===== src/rtl/idct_transpose_buffer.sv =====
// Ping-pong 8x8 transpose buffer between the IDCT row and column passes.
// Optional macro IDCT_TRANSPOSE_LAST_EN adds an out_last block-framing output.
module idct_transpose_buffer #(
  parameter int WIDTH = 12
) (
  input  logic                    clk_in,
  input  logic                    rst_n_in,
  input  logic                    in_valid,
  output logic                    in_ready,
  input  logic signed [WIDTH-1:0] in_0,
  input  logic signed [WIDTH-1:0] in_1,
  input  logic signed [WIDTH-1:0] in_2,
  input  logic signed [WIDTH-1:0] in_3,
  input  logic signed [WIDTH-1:0] in_4,
  input  logic signed [WIDTH-1:0] in_5,
  input  logic signed [WIDTH-1:0] in_6,
  input  logic signed [WIDTH-1:0] in_7,
  output logic                    out_valid,
  input  logic                    out_ready,
  output logic signed [WIDTH-1:0] out_0,
  output logic signed [WIDTH-1:0] out_1,
  output logic signed [WIDTH-1:0] out_2,
  output logic signed [WIDTH-1:0] out_3,
  output logic signed [WIDTH-1:0] out_4,
  output logic signed [WIDTH-1:0] out_5,
  output logic signed [WIDTH-1:0] out_6,
  output logic signed [WIDTH-1:0] out_7
`ifdef IDCT_TRANSPOSE_LAST_EN
  ,
  output logic                    out_last
`endif
);

  logic signed [WIDTH-1:0] bank_r [2][8][8];
  logic signed [WIDTH-1:0] row_s [8];
  logic signed [WIDTH-1:0] col_s [8];

  logic [1:0] full_r;
  logic [1:0] full_nxt_s;
  logic       wr_bank_r;
  logic       wr_bank_nxt_s;
  logic [2:0] wr_row_r;
  logic [2:0] wr_row_nxt_s;
  logic       rd_bank_r;
  logic       rd_bank_nxt_s;
  logic [2:0] rd_col_r;
  logic [2:0] rd_col_nxt_s;

  logic in_ready_r;
  logic out_valid_r;
  logic wr_fire_s;
  logic rd_fire_s;

  assign in_ready  = in_ready_r;
  assign out_valid = out_valid_r;
  assign wr_fire_s = in_valid && in_ready_r;
  assign rd_fire_s = out_valid_r && out_ready;

  // Gather the incoming row into an indexable array.
  always_comb begin
    row_s[0] = in_0;
    row_s[1] = in_1;
    row_s[2] = in_2;
    row_s[3] = in_3;
    row_s[4] = in_4;
    row_s[5] = in_5;
    row_s[6] = in_6;
    row_s[7] = in_7;
  end

  // Next-state decode for the write and read pointers and the bank flags.
  always_comb begin
    full_nxt_s    = full_r;
    wr_bank_nxt_s = wr_bank_r;
    wr_row_nxt_s  = wr_row_r;
    rd_bank_nxt_s = rd_bank_r;
    rd_col_nxt_s  = rd_col_r;
    if (wr_fire_s) begin
      wr_row_nxt_s = wr_row_r + 3'd1;
      if (wr_row_r == 3'd7) begin
        full_nxt_s[wr_bank_r] = 1'b1;
        wr_bank_nxt_s         = ~wr_bank_r;
      end else begin
        wr_bank_nxt_s = wr_bank_r;
      end
    end else begin
      wr_row_nxt_s = wr_row_r;
    end
    // A write can only target an empty bank and a read only a full one,
    // so the two flag updates never collide on the same bit.
    if (rd_fire_s) begin
      rd_col_nxt_s = rd_col_r + 3'd1;
      if (rd_col_r == 3'd7) begin
        full_nxt_s[rd_bank_r] = 1'b0;
        rd_bank_nxt_s         = ~rd_bank_r;
      end else begin
        rd_bank_nxt_s = rd_bank_r;
      end
    end else begin
      rd_col_nxt_s = rd_col_r;
    end
  end

  // Pointer, flag and handshake-output registers.
  always_ff @(posedge clk_in or negedge rst_n_in) begin
    if (!rst_n_in) begin
      full_r      <= 2'b00;
      wr_bank_r   <= 1'b0;
      wr_row_r    <= 3'd0;
      rd_bank_r   <= 1'b0;
      rd_col_r    <= 3'd0;
      in_ready_r  <= 1'b1;
      out_valid_r <= 1'b0;
    end else begin
      full_r      <= full_nxt_s;
      wr_bank_r   <= wr_bank_nxt_s;
      wr_row_r    <= wr_row_nxt_s;
      rd_bank_r   <= rd_bank_nxt_s;
      rd_col_r    <= rd_col_nxt_s;
      in_ready_r  <= !full_nxt_s[wr_bank_nxt_s];
      out_valid_r <= full_nxt_s[rd_bank_nxt_s];
    end
  end

  // Storage banks: one full row written per accepted handshake.
  always_ff @(posedge clk_in or negedge rst_n_in) begin
    if (!rst_n_in) begin
      for (int b = 0; b < 2; b++) begin
        for (int r = 0; r < 8; r++) begin
          for (int c = 0; c < 8; c++) begin
            bank_r[b][r][c] <= '0;
          end
        end
      end
    end else if (wr_fire_s) begin
      for (int c = 0; c < 8; c++) begin
        bank_r[wr_bank_r][wr_row_r][c] <= row_s[c];
      end
    end
  end

  // Column read straight from the storage flops.
  always_comb begin
    for (int k = 0; k < 8; k++) begin
      col_s[k] = bank_r[rd_bank_r][k][rd_col_r];
    end
  end

  assign out_0 = col_s[0];
  assign out_1 = col_s[1];
  assign out_2 = col_s[2];
  assign out_3 = col_s[3];
  assign out_4 = col_s[4];
  assign out_5 = col_s[5];
  assign out_6 = col_s[6];
  assign out_7 = col_s[7];

`ifdef IDCT_TRANSPOSE_LAST_EN
  logic out_last_r;

  assign out_last = out_last_r;

  // Flags the final column of a block, tracking the next read state.
  always_ff @(posedge clk_in or negedge rst_n_in) begin
    if (!rst_n_in) begin
      out_last_r <= 1'b0;
    end else begin
      out_last_r <= full_nxt_s[rd_bank_nxt_s] && (rd_col_nxt_s == 3'd7);
    end
  end
`else
  // Without framing, downstream counts columns itself.
`endif

endmodule


===== config.mk =====
export PLATFORM = sky130hd
export DESIGN_NAME = idct_transpose_buffer
export DESIGN_NICKNAME = d
export VERILOG_FILES = /design/src/rtl/idct_transpose_buffer.sv
export SDC_FILE = /design/constraint.sdc
export NUM_CORES = 2
export LEC_CHECK = 0
export BUFFER_PORTS_ARGS = -buffer_cell sky130_fd_sc_hd__buf_2
export CAP_MARGIN = 10
export CORE_ASPECT_RATIO = 0.6
export CORE_MARGIN = 2
export CORE_UTILIZATION = 40
export CTS_CLUSTER_SIZE = 8
export DETAILED_ROUTE_END_ITERATION = 7
export PLACE_DENSITY = 0.53
export SETUP_SLACK_MARGIN = 0.3
export SYNTH_ARGS = -nofsm -noshare
export SYNTH_HDL_FRONTEND = slang
export SYNTH_SLANG_ARGS = --single-unit

===== constraint.sdc =====
create_clock -name clk_in -period 4.5 [get_ports clk_in]
set_input_delay 0.225 -clock clk_in [delete_from_list [all_inputs] [get_ports clk_in]]
set_output_delay 0.225 -clock clk_in [all_outputs]
set_load 0.03 [all_outputs]

==> run summary <==
status: finished, final reports clean
clock sink count: 1548
CP delay by family, top: buffers and inverters
Skew-Pair Late Insertion Delay: 820 ps
period utilisation layout: 87.3%
Post-DP HPWL: 125000 um
VDD IR-drop max: 0.484 mV
met3 routed WL: 10900 um
Cell Area, Synth: 68600 um^2
total power: 61.9 mW
Area Growth Syn to Fin: 15.2%
global placement routability congestion: 0.753
DR iter-0 viols: 2529
CTS Buf Count: 219
routed length on met2: 85700 um
Routed WL per cell: 29.9 um
R2R setup slack: 1630 ps
minimum clock period: 3930 ps
Cells after Synth: 4202
area post-placement: 72400 um^2
Multi-input gate area: 28200 um^2
core area: 170000 um^2
FF/Latch Area: 38700 um^2
Hold Crit Class: input port to flip-flop
antenna violations before repair: 39
Max Cap Viol: 0
R2R depth: 4
Sum Neg Setup Slack: 0 ps
CP max stage delay: 780 ps
antenna-violating nets left: 0
crit path max fanout: 41
crit path kind: flip-flop to output pin
Via density: 5.77
Mean Syn Cell Area: 16.3 um^2
Chip Width: 539 um
PostCTS Resize Cnt: 0
Initial Util: 40.3%
CTS root buf: clkbuf_16
Final setup viols: 0
RSZ-0062 raised after global routing: false
vias in the first global route: 41200
Pwr Density: 784 nW/um^2
synthesized flop and latch total: 1548
share of cells above drive strength 1: 55.9%
WHS: 39.9 ps
die height: 325 um
Critical-path top delay cell: dfrtp_4
first-pass GRT wire length: 299000 um
capturing point of the worst reg2reg path: bank_r[1397]
CP Launch Point: rd_col_r[0]
largest net degree at the start of global routing: 173
distinct cell type count after synthesis: 32
crit path launch type: flip-flop
Max Freq: 0.254 GHz
Slew Viols, Final: 0
GRT Total Usage: 23.2%
CP Depth: 6
Slew @ Worst Pin: 1160 ps
clk_skew: 45.6 ps
clk buf depth: 4
Worst Path Required: 4280 ps
crit path cell chain: buf_12 > buf_12 > mux4_2 > a22oi_1 > nand2_1 > buf_2
Final Hold Viols: 0
M1 wire length: 98800 um
Final #Nets: 4555
CP Buf/Inv Count: 3
DRC: 0
grt total ovfl: 0
slew margin rel.: 22.6%
LEAKAGE: 34.7 nW
TritonCTS clock tree: built
Post-Syn Nets: 4306
Rows: 117
sequential element share of the synthesized area: 56.5%
port bufs: 197
Synth warnings: 0
most used cell, CP: buf_12
fillers: 14700
Final Core Density: 46.5%
Top Layer Used: met5
die area: 175000 um^2
WL final: 201000 um
H-tree levels: 4
RR Startpoint: wr_row_r[1]
critical path arrival: 3710 ps
DR pass1 iterations: 5
Final Instance Area: 79000 um^2
num ports: 198
Reg clk slew, reported paths: 50 ps
CP endpoint: out_2[3]
crit end category: output pin
Via Count: 38900
==> worst min-delay path by stage <==
stage                              end  depth (start not counted)     start
after floorplan              bank_r[0]                          0  rst_n_in
after global placement    bank_r[1043]                          1  rst_n_in
after detailed placement   bank_r[275]                          1  rst_n_in
after CTS                  bank_r[650]                          2   in_1[2]
after global routing      bank_r[1532]                          2   in_0[8]
final                     bank_r[1034]                          2   in_1[2]
==> cells in the mapped netlist <==
| master | number | area share, % |
|---|---|---|
| nand4b_1 | 2 | 0.026 |
| buf_1 | 23 | 0.13 |
| or3_1 | 2 | 0.018 |
| a41oi_1 | 2 | 0.026 |
| buf_4 | 3 | 0.033 |
| nor3_1 | 1 | 0.0073 |
| clkbuf_1 | 242 | 1.3 |
| buf_2 | 113 | 0.82 |
| xnor2_1 | 4 | 0.051 |
| nand2_1 | 98 | 0.54 |
| nand3_1 | 2 | 0.015 |
| nor2_1 | 13 | 0.071 |
| or4_1 | 2 | 0.022 |
| and2_1 | 1 | 0.0091 |
| o21ba_2 | 1 | 0.015 |
| nand2b_1 | 2 | 0.018 |
| dfstp_2 | 1 | 0.038 |
| nand4_1 | 1 | 0.0091 |
| or4b_1 | 1 | 0.015 |
| mux2_1 | 10 | 0.16 |
| mux2_2 | 1531 | 25 |
| inv_1 | 1 | 0.0055 |
| nor4_2 | 1 | 0.018 |
| ha_1 | 4 | 0.073 |
| mux2i_1 | 1 | 0.015 |
| dfrtp_1 | 1547 | 56 |
| buf_6 | 12 | 0.20 |
| nand2_2 | 1 | 0.0091 |
| a22oi_1 | 192 | 2.1 |
| mux4_2 | 384 | 13 |
| nor2b_1 | 2 | 0.018 |
| o21ai_0 | 2 | 0.015 |
==> per-stage QoR <==
step           worst slack (ps)  std cells
2_1_floorplan              2300       4202
3_3_place_gp               1240       6396
3_5_place_dp               1250       6396
4_1_cts                     348       6725
5_1_grt                     504       6730
6_report                    570       6733
==> power breakdown <==
group / internal (mW) / switching [mW] / leakage, nW
registers: 20.1 / 3.20 / 19.6
clock network: 8.62 / 5.84 / 2.78
logic: 12.0 / 12.2 / 12.3
==> registers in the layout, summed over array words and instances (netlist names) <==
register and flops:
rd_col_r 3, wr_row_r 3, rd_bank_r 1, full_r 2, wr_bank_r 1, in_ready 1, bank_r 1536, out_valid 1
==> cell families (layout without fill, tap and decap cells) <==
| logic type | Yosys count | after routing | synth area share [%] |
|---|---|---|---|
| fa+ha+maj | 4 | 4 | 0.0730 |
| buf+inv | 394 | 657 | 2.51 |
| simple gates | 129 | 129 | 0.792 |
| xor+xnor | 4 | 4 | 0.0511 |
| other cells | 0 | 7 | 0 |
| flops | 1548 | 1548 | 56.5 |
| mux | 1926 | 1926 | 37.9 |
| compound gates | 197 | 197 | 2.16 |
==> routing by layer <==
layer	GRT usage, %	vias up
li1	-	16200
met1	35.3	21400
met2	32.9	879
met3	5.15	319
met4	6.55	8
met5	0	-
==> cell type report <==
class | count | share of cell area (%)
well taps | 2261 | 3.58
repair buffers | 421 | 4.46
inverters | 1 | 0.00475
flip-flops and latches | 1548 | 49.0
clock buffers | 230 | 7.04
multi-input cells | 2260 | 35.7
diodes | 7 | 0.0222
clock inverters | 5 | 0.116
==> layout by cell type, fill, tap and decap left out, types with 3 or more instances in the layout <==
master         instances
clkbuf_16            221
clkbuf_1               9
nor2_1                 3
buf_12                48
buf_2                196
nor2_4                10
ha_1                   4
dlygate4sd3_1         93
buf_4                 83
xnor2_1                4
dfrtp_1             1545
mux2_1                10
a22oi_1              192
mux4_2               384
nand2_1               98
mux2_2              1531
diode_2                7
==> repair_timing <==
action,in CTS,in global routing
setup buffers,0,1
setup endpoints to repair,0,3
endpoints found under the hold margin,2293,0
hold buffers,94,0
Power figures use the tool's default switching activity.
